--- config.mk ---
export PLATFORM = sky130hd
export DESIGN_NAME = duty_button_ctrl
export DESIGN_NICKNAME = d
export VERILOG_FILES = /design/src/rtl/duty_button_ctrl.sv
export SDC_FILE = /design/constraint.sdc
export NUM_CORES = 1
export LEC_CHECK = 0
export ABC_AREA = 1
export CORE_MARGIN = 5
export CORE_UTILIZATION = 40
export CTS_CLUSTER_SIZE = 16
export DETAILED_ROUTE_END_ITERATION = 10
export HOLD_SLACK_MARGIN = 0.06
export PLACE_DENSITY = 0.56
export SLEW_MARGIN = 5
export SYNTH_ARGS = -nofsm -noshare
export SYNTH_HDL_FRONTEND = slang
export SYNTH_SLANG_ARGS = --single-unit
--- constraint.sdc ---
create_clock -name clk -period 3.3 [get_ports clk]
set_input_delay 0.66 -clock clk [delete_from_list [all_inputs] [get_ports clk]]
set_output_delay 0.66 -clock clk [all_outputs]
set_load 0.05 [all_outputs]
--- src/rtl/duty_button_ctrl.sv ---
// Two-button front end for the PWM stage: sync, debounce, auto-repeat, then one-cycle steps.
// Press-to-step latency is 2 + DEB_CYCLES + 1 cycles; steps are held pending while en=0 and coalesce.

module duty_btn_chan #(
  parameter int CNT_W         = 20,
  parameter int DEB_CYCLES    = 50000,
  parameter int REPEAT_DELAY  = 500000,
  parameter int REPEAT_PERIOD = 100000
) (
  input  logic clk,
  input  logic rst,
  input  logic i_btn,
  output logic o_s,
  output logic o_req,
  output logic o_active
);

  typedef enum logic [2:0] {IDLE, PRESS_DB, HELD, REPEAT, REL_DB} state_t;

  localparam logic [CNT_W-1:0] DEB_LAST = CNT_W'(DEB_CYCLES - 1);
  localparam logic [CNT_W-1:0] DLY_LAST = CNT_W'(REPEAT_DELAY - 1);
  localparam logic [CNT_W-1:0] PER_LAST = CNT_W'(REPEAT_PERIOD - 1);

  logic             r_s1;
  logic             r_s2;
  state_t           r_state;
  logic [CNT_W-1:0] r_cnt;

  always_ff @(posedge clk or negedge rst) begin
    if (!rst) begin
      r_s1 <= 1'b0;
      r_s2 <= 1'b0;
    end else begin
      r_s1 <= i_btn;
      r_s2 <= r_s1;
    end
  end

  assign o_s      = r_s2;
  assign o_active = (r_state != IDLE);

  // req is decoded from the transition condition so the step lands in pending on the transition edge.
  always_comb begin
    o_req = 1'b0;
    case (r_state)
      PRESS_DB: o_req = r_s2 && (r_cnt == DEB_LAST);
      HELD:     o_req = r_s2 && (r_cnt == DLY_LAST);
      REPEAT:   o_req = r_s2 && (r_cnt == PER_LAST);
      default:  o_req = 1'b0;
    endcase
  end

  always_ff @(posedge clk or negedge rst) begin
    if (!rst) begin
      r_state <= IDLE;
      r_cnt   <= '0;
    end else begin
      case (r_state)
        IDLE: begin
          if (r_s2) begin
            r_state <= PRESS_DB;
            r_cnt   <= '0;
          end
        end
        PRESS_DB: begin
          if (!r_s2) begin
            r_state <= IDLE;
            r_cnt   <= '0;
          end else if (r_cnt == DEB_LAST) begin
            r_state <= HELD;
            r_cnt   <= '0;
          end else begin
            r_cnt <= r_cnt + 1'b1;
          end
        end
        HELD: begin
          if (!r_s2) begin
            r_state <= REL_DB;
            r_cnt   <= '0;
          end else if (r_cnt == DLY_LAST) begin
            r_state <= REPEAT;
            r_cnt   <= '0;
          end else begin
            r_cnt <= r_cnt + 1'b1;
          end
        end
        REPEAT: begin
          if (!r_s2) begin
            r_state <= REL_DB;
            r_cnt   <= '0;
          end else if (r_cnt == PER_LAST) begin
            r_cnt <= '0;
          end else begin
            r_cnt <= r_cnt + 1'b1;
          end
        end
        REL_DB: begin
          // A bounce back to 1 during release resumes the hold without issuing a step.
          if (r_s2) begin
            r_state <= HELD;
            r_cnt   <= '0;
          end else if (r_cnt == DEB_LAST) begin
            r_state <= IDLE;
            r_cnt   <= '0;
          end else begin
            r_cnt <= r_cnt + 1'b1;
          end
        end
        default: begin
          r_state <= IDLE;
          r_cnt   <= '0;
        end
      endcase
    end
  end

endmodule

module duty_button_ctrl #(
  parameter int CNT_W         = 20,
  parameter int DEB_CYCLES    = 50000,
  parameter int REPEAT_DELAY  = 500000,
  parameter int REPEAT_PERIOD = 100000
) (
  input  logic clk,
  input  logic rst,
  input  logic en,
  input  logic btn_up,
  input  logic btn_dn,
  output logic duty_inc,
  output logic duty_dec,
  output logic busy
);

  logic w_s_up, w_s_dn;
  logic w_raw_req_up, w_raw_req_dn;
  logic w_act_up, w_act_dn;
  logic w_req_up, w_req_dn;
  logic w_grant_up, w_grant_dn;
  logic r_pend_up, r_pend_dn;
  logic r_duty_inc, r_duty_dec, r_busy;

  duty_btn_chan #(
    .CNT_W(CNT_W), .DEB_CYCLES(DEB_CYCLES),
    .REPEAT_DELAY(REPEAT_DELAY), .REPEAT_PERIOD(REPEAT_PERIOD)
  ) u_up (
    .clk(clk), .rst(rst), .i_btn(btn_up),
    .o_s(w_s_up), .o_req(w_raw_req_up), .o_active(w_act_up)
  );

  duty_btn_chan #(
    .CNT_W(CNT_W), .DEB_CYCLES(DEB_CYCLES),
    .REPEAT_DELAY(REPEAT_DELAY), .REPEAT_PERIOD(REPEAT_PERIOD)
  ) u_dn (
    .clk(clk), .rst(rst), .i_btn(btn_dn),
    .o_s(w_s_dn), .o_req(w_raw_req_dn), .o_active(w_act_dn)
  );

  // Both buttons down is ambiguous intent: drop steps from both sides while it lasts.
  assign w_req_up   = w_raw_req_up & ~(w_s_up & w_s_dn);
  assign w_req_dn   = w_raw_req_dn & ~(w_s_up & w_s_dn);
  assign w_grant_up = r_pend_up & en;
  assign w_grant_dn = r_pend_dn & en;

  always_ff @(posedge clk or negedge rst) begin
    if (!rst) begin
      r_pend_up  <= 1'b0;
      r_pend_dn  <= 1'b0;
      r_duty_inc <= 1'b0;
      r_duty_dec <= 1'b0;
      r_busy     <= 1'b0;
    end else begin
      r_pend_up  <= w_req_up | (r_pend_up & ~w_grant_up);
      r_pend_dn  <= w_req_dn | (r_pend_dn & ~w_grant_dn);
      r_duty_inc <= w_grant_up & ~w_grant_dn;
      r_duty_dec <= w_grant_dn & ~w_grant_up;
      r_busy     <= w_act_up | w_act_dn;
    end
  end

  assign duty_inc = r_duty_inc;
  assign duty_dec = r_duty_dec;
  assign busy     = r_busy;

endmodule

After elaboration in Yosys (flattened, before gate mapping). Index checks and enable logic that the tools add are counted.

Flip-flop bits (word level): 55. Latch bits: 0. RAM bits: 0. Memory bits (read-only): 0. Input bits: 5. Output and inout bits: 3. Logic and storage cells: 104. Memories kept: 0.

Add/sub/neg operators: 2. Multipliers: 0. Div/mod/pow operators: 0. Magnitude comparators: 0. Equal/unequal tests: 24. Shifts and indexed selects: 0. Muxes and demuxes: 38. Bitwise gates (word level): 15. Reductions and logical operators: 12.

Operator list (number): 20-bit 2-to-1 mux (16); 20-bit case mux with 5 select lines (2); 3-bit 2-to-1 mux (16); 20-bit by 1-bit adder with 20-bit output (second input constant) (2); 20-bit by 16-bit equality test with 1-bit output (second input constant) (2); 20-bit by 17-bit equality test with 1-bit output (second input constant) (2); 20-bit by 19-bit equality test with 1-bit output (second input constant) (2); 3-bit case mux with 5 select lines (2); 3-bit by 2-bit equality test with 1-bit output (second input constant) (4); 3-bit inequality test (second input constant) (4); 5-bit AND reduction (2); 1-bit bitwise AND (9); 3-bit by 1-bit equality test with 1-bit output (second input constant) (2); 3-bit equality test (second input constant) (2); 1-bit logical AND (6); 3-bit zero test (2); 3-bit by 1-bit inequality test with 1-bit output (second input constant) (2); 1-bit case mux with 3 select lines (2); 3-bit nonzero test (2); 2-bit by 1-bit inequality test with 1-bit output (second input constant) (2); 2-bit inequality test (second input constant) (2); 1-bit NOT (3); 1-bit OR (3).

Longest topological paths before layout.
Depth after elaboration: 5. Mapped depth: 11. Depth with buffers taken out: 11.

Modules after synthesis. Synthesis repeated with hierarchy kept, for this count alone.

Cells, all modules: 538. Area, all modules: 3841.2 um2.

Modules (own cells, without submodules): duty_btn_chan (u_dn) (instances 1, cells each 260, area each 1859.3 um2, sequential area each 625.6 um2); duty_btn_chan (u_up) (instances 1, cells each 259, area each 1799.2 um2, sequential area each 625.6 um2); duty_button_ctrl (instances 1, cells each 19, area each 182.7 um2, sequential area each 125.1 um2).

Worst setup path after synthesis. Ideal clock, no wire load.

Path kind: register to register. Start point: reg u_up.r_cnt[0]. End point: reg u_up.r_cnt[6]. Setup time: 0.130 ns. Arrival: 1.453 ns. Required time: 3.170 ns. Path slack: 1.717 ns. Stages on the path, launching flop included: 10. Buffers on the path: 1. Period minus slack after synthesis: 1.583 ns. Cells stage by stage: dfrtp_1 > ha_1 > nand3_2 > nor2_4 > nand3_1 > nand2_1 > nand2_4 > nor2_8 > buf_12 > a21oi_2.

Word-level cells in the longest chain between the ends: 4. Elaborated cells between the ends (all ways): 12. Classes of those cells: add/sub (1); eq/ne (3); mux (8).

Ends and longest elaborated chain: start, declared (line 27) `logic [CNT_W-1:0] r_cnt;`; start signal, assigned (line 73) `r_cnt <= r_cnt + 1'b1;`; start signal, assigned (line 84) `r_cnt <= r_cnt + 1'b1;`; start signal, assigned (line 94) `r_cnt <= r_cnt + 1'b1;`; 20-bit by 1-bit adder with 20-bit output, or another cell as far along; 20-bit 2-to-1 mux, on equally long branches (2 in series); 20-bit case mux with 5 select lines * (line 58) `case (r_state)`.

Mark *: on every way between the ends. The rest lies on a longest branch, timed or not. A chain may end at the register's enable or synchronous reset.

Worst setup path after layout.
Start point: reg r_busy, in the netlist busy. End point: out busy.

RTL lines: start, declared (line 141) `logic r_duty_inc, r_duty_dec, r_busy;`; start signal, assigned (line 177) `r_busy <= w_act_up | w_act_dn;`; end, declared (line 132) `output logic busy`.

No word-level cell between the ends.

==> implementation parameters <==
Parameter                              Value

Critical path
  Top Family by Delay on Critical Path    buffers and inverters
  Endpoint of the worst register-to-register path    u_up.r_cnt[7]$_DFFE_PN0P_
  Sort of element at the end of the critical path    primary output
  Required time at the worst-slack endpoint    2.64 ns
  Cell depth of the worst flop-to-flop path    8
  Top fanout value on the critical path    1
  Reg-to-reg setup timing slack    1.36 ns
  Data arrival time at the worst-slack endpoint    approximately 1.5 ns
  Number of buffer and inverter instances along the worst setup path    1
  Cell chain of the critical path    clkdlybuf4s50_1
  Slowest stage cell on the critical path    sky130_fd_sc_hd__clkdlybuf4s50_1
  Startpoint class of the critical path    flip-flop
  Worst stage delay on the critical path    approximately 0.80 ns
  Worst setup path class    reg -> out
  FF-to-FF Start    u_up.r_state[1]$_DFFE_PN0P_

Pwr
  Leak Pwr    ~1.7 nW
  P per Cell Area    475 nW/um^2
  Total Power Consumption    about 1.9 mW
  Worst voltage drop across the vdd grid    ~0.00019 V

Cells and area
  NumNets Final    534
  Post-synthesis to final-layout area growth    7.10%
  Commonest non-fill, non-tap cell in the layout    sky130_fd_sc_hd__nand2_1
  Filler cells    between 900 and 1000
  Number of diodes added for antenna fixing    0
  Multi-input gate area    around 2000 um^2
  Highest-count cells in the layout ignoring fill and taps    143 x sky130_fd_sc_hd__nand2_1, 72 x sky130_fd_sc_hd__nor2_1, 56 x sky130_fd_sc_hd__inv_1
  Share of cells above drive strength 1    0.121
  Area of all sequential standard cells    between 1000 and 1500 um^2

Clock network
  TritonCTS clock tree    yes
  Maximum number of buffers from clock root to sink    2
  # clock sinks    55
  Number of gates resized after cts    0
  Clock Pin Slew Worst Setup and Hold Paths    about 0.1 ns
  Postcts setup bufs    0
  Latest clock arrival within the worst-skew pair    between 0.3 and 0.4 ns
  Total clock buffers created by CTS    5
  CTS H-tree depth    2
  Root buffer selected by CTS    sky130_fd_sc_hd__clkbuf_8
  Hold Buf Count CTS    0

Timing
  Post-layout min period    2.12 ns
  Fmax    roughly 0.47 GHz
  Final setup violation count    0
  Clock tree skew after final layout    0.0111 ns
  Worst setup margin    around 1.2 ns
  Post-route fraction of the period consumed by the critical path    0.643
  Slew margin rel.    0.455
  Total count of max-transition violations in the final report    0
  Fin. Hold Viols    0
  Setup repair after global routing missed its margin    false
  Transition time of the tightest slew-check pin    0.817 ns
  Total negative slack for setup checks    0 ns

Synth
  EDFF count, synth    0
  Register area share after synthesis    0.372
  Fraction of synthesized cell area taken by the top area cell type    0.372
  Cell types occupying the most area after synthesis    sky130_fd_sc_hd__dfrtp_1 37%, sky130_fd_sc_hd__nand2_1 14%, sky130_fd_sc_hd__nor2_1 7.3%
  FFs w/ async S/R, synth    1.00
  Flop and latch count out of synthesis    between 50 and 60
  Post-synth top area cell    sky130_fd_sc_hd__dfrtp_1
  Warnings from Yosys    0
  Prevailing post-synth register cell    sky130_fd_sc_hd__dfrtp_1
  Mean Syn Cell Area    between 7 and 8 um^2
  Number of distinct standard cells referenced by the synthesized netlist    34
  Post-synthesis cell count    just over 500
  Synth Cell Area    roughly 3700 um^2
  Net count of the mapped netlist    526

Die
  Row count    35
  Effective utilization at floorplan    0.405
  Chip height    between 100 and 150 um
  Core Area    approximately 9200 um^2
  Die area    roughly 11000 um^2
  IO Count    8
  Horizontal extent of the die    between 100 and 150 um

Detailed routing
  Number of detailed-route iterations in the first pass    4
  Aggregate routed wire length    8550 um
  Detailed-route wire length per cell    about 13 um
  Routed via count    3262
  Remaining number of nets flagged by the antenna check after routing    0
  Average vias per placed instance    approximately 5.1
  Starting DRT DRC Count    roughly 150
  Number of remaining DRC errors    0

Global route
  Residual overflow from global routing    0
  First-pass GRT wire length    approximately 15000 um
  Maximum number of pins on one net before global-route repair    36
  Initial antenna violation count    0
  Global-route total usage across every layer    0.162
  Vias in the first global route    between 3000 and 4000

Placement
  Global placement routability congestion    between 0.8 and 0.9
  Port buffer count    7
  Setup Slack @ Placement    1.37 ns
  Placed wire-length estimate    between 6000 and 7000 um

Min path
  Type of the worst min-delay path    reg -> reg
  Worst Hold Path Cells    0
  Capture endpoint of the worst hold path    u_up.o_s$_DFF_PN0_
  Hold path startpoint    u_up.r_s1$_DFF_PN0_

Outcome
  Run status    finished clean

Flow run
  Max-cap violation count    0
[state kept, by name, indices dropped and copies added, names as in the netlist, 3 cells and up]
| signal | count |
|---|---|
| u_dn.r_state | 3 |
| u_up.r_cnt | 20 |
| u_dn.r_cnt | 20 |
| u_up.r_state | 3 |
[metrics by stage]
| step | cell area (um^2) | utilization | cells | hold slack (ns) |
|---|---|---|---|---|
| 2_1_floorplan | 3700 | - | 519 | 0.331 |
| 3_3_place_gp | 3850 | 0.421 | 631 | 0.334 |
| 3_5_place_dp | 3850 | 0.421 | 631 | 0.340 |
| 4_1_cts | 3970 | 0.433 | 639 | 0.367 |
| 5_1_grt | 3970 | 0.433 | 639 | 0.372 |
| 6_report | 3970 | 0.433 | 639 | 0.363 |
[report_power, final]
group          internal [mW]  switching (mW)
Combinational          0.160           0.470
Sequential             0.732          0.0518
Clock                  0.231           0.238
[cell usage after synthesis, types with 2 or more instances]
master / count
sky130_fd_sc_hd__nand2_4: 2
sky130_fd_sc_hd__xor2_1: 17
sky130_fd_sc_hd__nor2_4: 4
sky130_fd_sc_hd__nand4_1: 19
sky130_fd_sc_hd__nand3_1: 29
sky130_fd_sc_hd__nand2_1: 143
sky130_fd_sc_hd__nand3_2: 2
sky130_fd_sc_hd__a21oi_2: 20
sky130_fd_sc_hd__nor2_2: 8
sky130_fd_sc_hd__xnor2_1: 2
sky130_fd_sc_hd__nand2_2: 4
sky130_fd_sc_hd__ha_1: 2
sky130_fd_sc_hd__nor3_1: 14
sky130_fd_sc_hd__a21oi_1: 7
sky130_fd_sc_hd__nor2_1: 72
sky130_fd_sc_hd__nand3b_1: 3
sky130_fd_sc_hd__dfrtp_1: 55
sky130_fd_sc_hd__buf_12: 2
sky130_fd_sc_hd__buf_2: 5
sky130_fd_sc_hd__inv_1: 56
sky130_fd_sc_hd__a31oi_1: 2
sky130_fd_sc_hd__o21ai_0: 31
sky130_fd_sc_hd__inv_2: 8
sky130_fd_sc_hd__nor2_8: 2
[logic make-up (layout without fill, tap and decap cells)]
group / Yosys count / count (layout) / share of synthesized area
flops: 55 / 55 / 0.372
xor+xnor: 19 / 19 / 0.0449
simple gates: 306 / 306 / 0.379
compound gates: 64 / 64 / 0.111
buf+inv: 73 / 82 / 0.0865
fa+ha+maj: 2 / 2 / 0.00676
[cell type report]
type | instances | share of cell area
Tap cell | 111 | 0.0350
Sequential cell | 55 | 0.347
Multi-Input combinational cell | 391 | 0.506
Clock buffer | 5 | 0.0174
Timing Repair Buffer | 10 | 0.0221
Inverter | 64 | 0.0606
Clock inverter | 3 | 0.0120
[worst max-delay path by stage]
stage | from | end | slack, ns | depth (start not counted)
5_1_grt | u_up.r_state[1]$_DFFE_PN0P_ | u_up.r_state[0]$_DFFE_PN0P_ | 1.05 | 10
4_1_cts | busy$_DFF_PN0_ | busy | 1.16 | 1
6_report | busy$_DFF_PN0_ | busy | 1.18 | 1
2_1_floorplan | u_up.r_cnt[0]$_DFFE_PN0P_ | u_up.r_cnt[6]$_DFFE_PN0P_ | 1.72 | 9
3_3_place_gp | u_up.r_state[1]$_DFFE_PN0P_ | u_up.r_state[0]$_DFFE_PN0P_ | 1.43 | 10
3_5_place_dp | u_up.r_state[1]$_DFFE_PN0P_ | u_up.r_cnt[7]$_DFFE_PN0P_ | 1.37 | 8
[routing by layer]
layer / share of wire / wire (um) / vias to the layer above / GRT usage
met1: 0.50 / 4260 / 1514 / 0.222
met5: 0 / 0 / - / 0
met3: 0.033 / 282 / 15 / 0.0279
met4: 0.020 / 174 / 0 / 0.0509
met2: 0.45 / 3830 / 52 / 0.260
li1: - / - / 1681 / -
No activity file was read; power rests on OpenSTA's default activity.
